[config.mk]
export PLATFORM = sky130hd
export DESIGN_NAME = dmem_arbiter
export DESIGN_NICKNAME = d
export VERILOG_FILES = /design/src/rtl/dmem_arbiter.sv
export SDC_FILE = /design/constraint.sdc
export NUM_CORES = 1
export LEC_CHECK = 0
export ABC_CLOCK_PERIOD_IN_PS = 4400
export CORE_MARGIN = 4
export CORE_UTILIZATION = 32
export CTS_CLUSTER_DIAMETER = 40
export DETAILED_ROUTE_END_ITERATION = 16
export PLACE_DENSITY = 0.95
export SYNTH_ARGS = -nofsm -noshare
export SYNTH_HDL_FRONTEND = slang
export SYNTH_SLANG_ARGS = --single-unit
[constraint.sdc]
create_clock -name CLK -period 4.4 [get_ports CLK]
set_input_delay 0.88 -clock CLK [delete_from_list [all_inputs] [get_ports CLK]]
set_output_delay 0.88 -clock CLK [all_outputs]
set_load 0.01 [all_outputs]
[src/rtl/dmem_arbiter.sv]
`timescale 1ns/1ps
// dmem_arbiter
// Shares one data memory between the pipeline MEM stage (CPU port) and a
// secondary bus master (DMA port). The CPU has fixed priority. A streak counter
// forces one DMA slot after MAX_CPU_STREAK consecutive contended CPU grants.
// Grants are combinational from the requests and the registered priority state.
// Read data comes back one cycle after the grant, tagged to the owning port.
//
// Ports
//   CLK, RST_N                 clock, asynchronous active-low reset
//   cpu_req/we/addr/wdata      CPU request fields
//   cpu_gnt, cpu_stall         CPU grant this cycle, CPU request denied
//   cpu_rvalid, cpu_rdata      CPU read response (rdata qualified by rvalid)
//   dma_req/we/addr/wdata      DMA request fields
//   dma_gnt                    DMA grant this cycle
//   dma_rvalid, dma_rdata      DMA read response (rdata qualified by rvalid)
//   mem_addr, mem_wdata        to the data memory
//   MemRd, MemWr               memory read / write strobes
//   mem_rdata                  memory data, valid in the cycle after MemRd
//   conflict_cnt               saturating count of cycles with both requests high
module dmem_arbiter #(
  parameter int ADDR_W         = 16,
  parameter int DATA_W         = 16,
  parameter int MAX_CPU_STREAK = 4
) (
  input  logic              CLK,
  input  logic              RST_N,
  input  logic              cpu_req,
  input  logic              cpu_we,
  input  logic [ADDR_W-1:0] cpu_addr,
  input  logic [DATA_W-1:0] cpu_wdata,
  output logic              cpu_gnt,
  output logic              cpu_stall,
  output logic              cpu_rvalid,
  output logic [DATA_W-1:0] cpu_rdata,
  input  logic              dma_req,
  input  logic              dma_we,
  input  logic [ADDR_W-1:0] dma_addr,
  input  logic [DATA_W-1:0] dma_wdata,
  output logic              dma_gnt,
  output logic              dma_rvalid,
  output logic [DATA_W-1:0] dma_rdata,
  output logic [ADDR_W-1:0] mem_addr,
  output logic [DATA_W-1:0] mem_wdata,
  output logic              MemRd,
  output logic              MemWr,
  input  logic [DATA_W-1:0] mem_rdata,
  output logic [15:0]       conflict_cnt
);

  localparam int STREAK_W = $clog2(MAX_CPU_STREAK + 1);
  // The grant that makes the streak reach MAX_CPU_STREAK is taken from this value.
  localparam logic [STREAK_W-1:0] STREAK_LAST = STREAK_W'(MAX_CPU_STREAK - 1);
  localparam logic [STREAK_W-1:0] STREAK_ONE  = STREAK_W'(1);

  typedef enum logic {
    CPU_PRI = 1'b0,
    DMA_PRI = 1'b1
  } pri_e;

  pri_e                state_q, state_d;
  logic [STREAK_W-1:0] streak_q, streak_d;
  logic                rd_pend_q, rd_pend_d;
  logic                rd_own_q, rd_own_d;   // 1'b1 = DMA owns the pending read
  logic [15:0]         conflict_q, conflict_d;

  // Grant decode from the requests and the current priority.
  always_comb begin
    cpu_gnt = 1'b0;
    dma_gnt = 1'b0;
    case (state_q)
      CPU_PRI: begin
        cpu_gnt = cpu_req;
        dma_gnt = dma_req & ~cpu_req;
      end
      DMA_PRI: begin
        dma_gnt = dma_req;
        cpu_gnt = cpu_req & ~dma_req;
      end
      default: begin
        cpu_gnt = cpu_req;
        dma_gnt = dma_req & ~cpu_req;
      end
    endcase
  end

  assign cpu_stall = cpu_req & ~cpu_gnt;

  // Priority next-state and streak update.
  always_comb begin
    state_d  = state_q;
    streak_d = streak_q;
    case (state_q)
      CPU_PRI: begin
        if (cpu_gnt & dma_req) begin
          if (streak_q == STREAK_LAST) begin
            state_d  = DMA_PRI;
            streak_d = {STREAK_W{1'b0}};
          end else begin
            streak_d = streak_q + STREAK_ONE;
          end
        end else begin
          // DMA idle or DMA served: the waiting streak is over.
          streak_d = {STREAK_W{1'b0}};
        end
      end
      DMA_PRI: begin
        streak_d = {STREAK_W{1'b0}};
        if (dma_gnt | ~dma_req) begin
          state_d = CPU_PRI;
        end else begin
          state_d = DMA_PRI;
        end
      end
      default: begin
        state_d  = CPU_PRI;
        streak_d = {STREAK_W{1'b0}};
      end
    endcase
  end

  // Memory port mux, read tracking and conflict counter next values.
  always_comb begin
    mem_addr   = cpu_addr;
    mem_wdata  = cpu_wdata;
    if (dma_gnt) begin
      mem_addr  = dma_addr;
      mem_wdata = dma_wdata;
    end else begin
      mem_addr  = cpu_addr;
      mem_wdata = cpu_wdata;
    end
    MemRd     = (cpu_gnt & ~cpu_we) | (dma_gnt & ~dma_we);
    MemWr     = (cpu_gnt & cpu_we) | (dma_gnt & dma_we);
    rd_pend_d = MemRd;
    rd_own_d  = dma_gnt;
    if (cpu_req & dma_req & (conflict_q != 16'hFFFF)) begin
      conflict_d = conflict_q + 16'd1;
    end else begin
      conflict_d = conflict_q;
    end
  end

  // State registers.
  always_ff @(posedge CLK or negedge RST_N) begin
    if (!RST_N) begin
      state_q    <= CPU_PRI;
      streak_q   <= {STREAK_W{1'b0}};
      rd_pend_q  <= 1'b0;
      rd_own_q   <= 1'b0;
      conflict_q <= 16'd0;
    end else begin
      state_q    <= state_d;
      streak_q   <= streak_d;
      rd_pend_q  <= rd_pend_d;
      rd_own_q   <= rd_own_d;
      conflict_q <= conflict_d;
    end
  end

  assign cpu_rvalid   = rd_pend_q & ~rd_own_q;
  assign dma_rvalid   = rd_pend_q & rd_own_q;
  assign cpu_rdata    = mem_rdata;
  assign dma_rdata    = mem_rdata;
  assign conflict_cnt = conflict_q;

endmodule

## Yosys cells after proc, flatten, opt, wreduce, memory -nomap -nowiden

Index checks and enable logic that the tools add are counted.
W data, S select, Z words.

- Register bits: 22
- Bits of input ports: 86

- $add $sub $neg: 2
- Bitwise operators: 22
- Equal/unequal tests: 2
- Multiplexer cells: 11

Operators with widths:

| cell | count |
|---|---|
| $mux W16 | 2 |
| $add A16 B1 Y16 const B | 1 |
| $ne A16 B16 Y1 const B | 1 |
| $and A1 B1 Y1 | 12 |
| $not A1 Y1 | 7 |
| $mux W3 | 2 |
| $pmux W1 S2 | 3 |
| $pmux W3 S2 | 1 |
| $add A3 B1 Y3 const B | 1 |
| $eq A3 B2 Y1 const B | 1 |
| $mux W1 | 3 |
| $or A1 B1 Y1 | 3 |

## Logic depth before layout (Yosys ltp)

- Depth after elaboration: 6
- Mapped depth: 5
- Mapped depth without buffers: 5

## Worst setup path before layout

OpenSTA, ideal clock, no wires.

- Path kind: in2out
- From: in cpu_req
- To: out mem_addr[0]
- Stages: 4
- Data arrival time: 1884 ps
- Path slack: 1636 ps
- Data required time: 3520 ps
- Cells stage by stage: inv_1 o21ai_1 buf_2 mux2_2

- Longest elaborated chain between the ends: 4

Ends and longest elaborated chain:

| element | RTL line | text |
|---|---|---|
| from (decl) | 28 | `input logic cpu_req,` |
| $not A1 Y1 | -- |  |
| $and A1 B1 Y1 | -- |  |
| $pmux W1 S2 | 71 | `case (state_q)` |
| $mux W16 | 126 | `if (dma_gnt) begin` |
| to (decl) | 43 | `output logic [ADDR_W-1:0] mem_addr,` |

No other way between the ends.

## Worst setup path in the final report

- From: in cpu_req
- To: out mem_addr[15]

Same word-level chain as after synthesis.

==> metrics.csv <==
metric,value,unit
post_cts_buffers,0,
yosysSeqAreaShare,32.4,%
num-fill-cells,494,
initialDrtViolationCount,36,
synthesis.nets,254,
syn_area_per_cell,10.2,um2
drt-met1-wl,1700,um
worst_ir_drop_vdd,140,uV
syn_to_final_growth,67.9,%
leakage,1.16,nW
antenna_left,0,
antenna_found_initial,0,
die_w,80.8,um
core,0.00514,mm2
critPathCaptureType,primary output,
syn-cell-area,0.00170,mm2
cts_buffers,3,
post-route-min-period,3.78,ns
cts_tree,done,
cp.arrival,2.90,ns
p_seq_share,37.0,%
period_share,86.0,%
antennaDiodeCount,0,
holdBufCountCts,0,
start_util,33.0,%
min-delay-start,streak_q[0]$_DFF_PN0_,
port_buffers,124,
synth_top_cell_area_share,32.4,%
clkPwrFrac,24.2,%
grt_pass1_wl,8050,um
p_switching,0.231,mW
path_clk_slew,0.08,ns
wl_met3,605,um
ys.flop_type,dfrtp_1,
post_cts_resized,0,
syn-instance-count,166,
p_int,0.551,mW
wl_met2,2960,um
power.density,274,mW/mm2
rr_startpoint,conflict_cnt[3]$_DFFE_PN0P_,
num_rows,26,
timing.hold.ws,0.458,ns
die_y,80.8,um
grt_max_degree,35,
worstPathRequired,3.52,ns
setup_viol,0,
drt-vias-per-instance,4.77,
ys_async_sr_fraction,100,%
status,finished clean,
fmax,264,MHz
ys_top_cells_by_area,"dfrtp_1 32%, mux2_2 23%, buf_4 14%",
finish.utilization,55.5,%
hpwlAfterDp,4600,um
hold_viol_final,0,
cts_buffer_depth,2,
fin_total_pwr,0.782,mW
ys_ff_latch,22,
pwr-share-comb,38.8,%
critPathLaunch,cpu_req,
rsz0062_at_grt,false,
slew_headroom,37.2,%
sw_frac_of_total,29.5,%
routed_wl,5340,um
worst_clock_skew,0.00652,ns
grt_overflow,0,
holdPathStages,1,
insertion_delay,0.27,ns
hold_class,flip-flop to flip-flop,
maxSlewViolCount,0,
tightest_slew,0.938,ns
drive_gt1_share,17.4,%
vias,1565,
drc,0,
place_congestion,0.890,
maxCapViolCount,0,
yosysTopAreaCell,dfrtp_1,
synth_edf_count,0,
grt_pass1_vias,1639,
maxUsedRoutingLayer,met4,
r2r_cells,4,
path_max_fanout,34,
path_class,primary input to primary output,
fin_nets,347,
firstDrtPassIters,3,
fin_setup_tns,0,ns
ios,173,
ctsHtreeMaxLevel,1,
die-area,0.00654,mm2
clockRootBuffer,clkbuf_8,
clock_sinks,22,
start_kind,primary input,
synth_cell_type_count,38,
track_usage,15.8,%
ys_warn_count,0,
wl_per_cell,16.3,um
[area by class of cell]
type                    instances  area, um2  share of cell area, %
clock buffers                   3       41.3                   1.45
clock inverters                 1       30.0                   1.05
inverters                       6       22.5                  0.790
multi-input cells             101        870                   30.5
flip-flops and latches         22        551                   19.3
well taps                      70       87.6                   3.07
repair buffers                125       1250                   43.8
[cells by family (layout without fill, tap and decap cells)]
group	Yosys count	in the layout	share of synthesized area, %
buf+inv	43	135	17.0
simple gates	41	41	16.2
mux	35	35	23.1
flops	22	22	32.4
compound gates	14	14	5.08
xor+xnor	9	9	4.64
fa+ha+maj	2	2	1.47
[registers in the layout (all words and copies together) (netlist names)]
name	cells
conflict_cnt	16
streak_q	3
rd_own_q	1
rd_pend_q	1
state_q	1
[synthesized netlist by cell type, drive strengths merged, types with 2 or more instances]
| master | count |
|---|---|
| nor3b | 2 |
| ha | 2 |
| buf | 35 |
| nor4 | 6 |
| xor2 | 8 |
| nor3 | 4 |
| nand4 | 5 |
| mux2 | 34 |
| nand2 | 8 |
| o31ai | 2 |
| inv | 6 |
| nand3 | 4 |
| clkbuf | 2 |
| a21oi | 2 |
| nor2b | 2 |
| nor4b | 2 |
| dfrtp | 22 |
| o21ai | 6 |
[through the flow]
| stage | cell area (um2) | cells | worst slack [ns] |
|---|---|---|---|
| after global routing | 2850 | 328 | 0.526 |
| after global placement | 2780 | 324 | 0.621 |
| after floorplan | 1700 | 166 | 1.64 |
| final | 2850 | 328 | 0.617 |
| after detailed placement | 2780 | 324 | 0.594 |
| after CTS | 2850 | 328 | 0.604 |
[critical path, cell delays in order]
cell,delay [ns]
clkdlybuf4s50_1,0.53
inv_1,0.10
o21ai_4,0.11
buf_4,0.36
mux2_2,0.39
clkdlybuf4s50_1,0.51
[path summary, 6_finish.rpt]
path | endpoint | slack [ns]
worst max register to register | conflict_cnt[1]$_DFFE_PN0P_ | 2.57
worst min register to register | streak_q[0]$_DFF_PN0_ | 0.46
min in group asynchronous | conflict_cnt[4]$_DFFE_PN0P_ | 1.13
worst max-delay path | mem_addr[15] | 0.62
worst min-delay path | streak_q[0]$_DFF_PN0_ | 0.46
max in group asynchronous | rd_pend_q$_DFF_PN0_ | 2.69
[power groups by stage]
stage	clock network [mW]	registers (mW)	logic, mW
after CTS	0.193	0.289	0.310
after detailed placement	0	0.293	0.309
after global routing	0.201	0.297	0.324
after floorplan	0	0.289	0.136
final	0.189	0.289	0.304
after global placement	0	0.290	0.303
[layer usage]
metal	vias to the layer above	GRT usage (%)
met5	-	0
met4	0	4.90
met3	5	5.88
met2	86	31.3
met1	730	14.8
li1	744	-
[layout by cell type (no fill, tap or decap), drive strengths merged, types with 2 or more instances in the layout]
cell and instances:
a21oi 2, clkbuf 3, clkdlybuf4s50 124, dfrtp 22, ha 2, inv 6, mux2 34, nand2 8
nand3 4, nand4 5, nor2b 2, nor3 4, nor3b 2, nor4 6, nor4b 2, o21ai 6
o31ai 2, xor2 8
No activity file was read; power rests on OpenSTA's default activity.
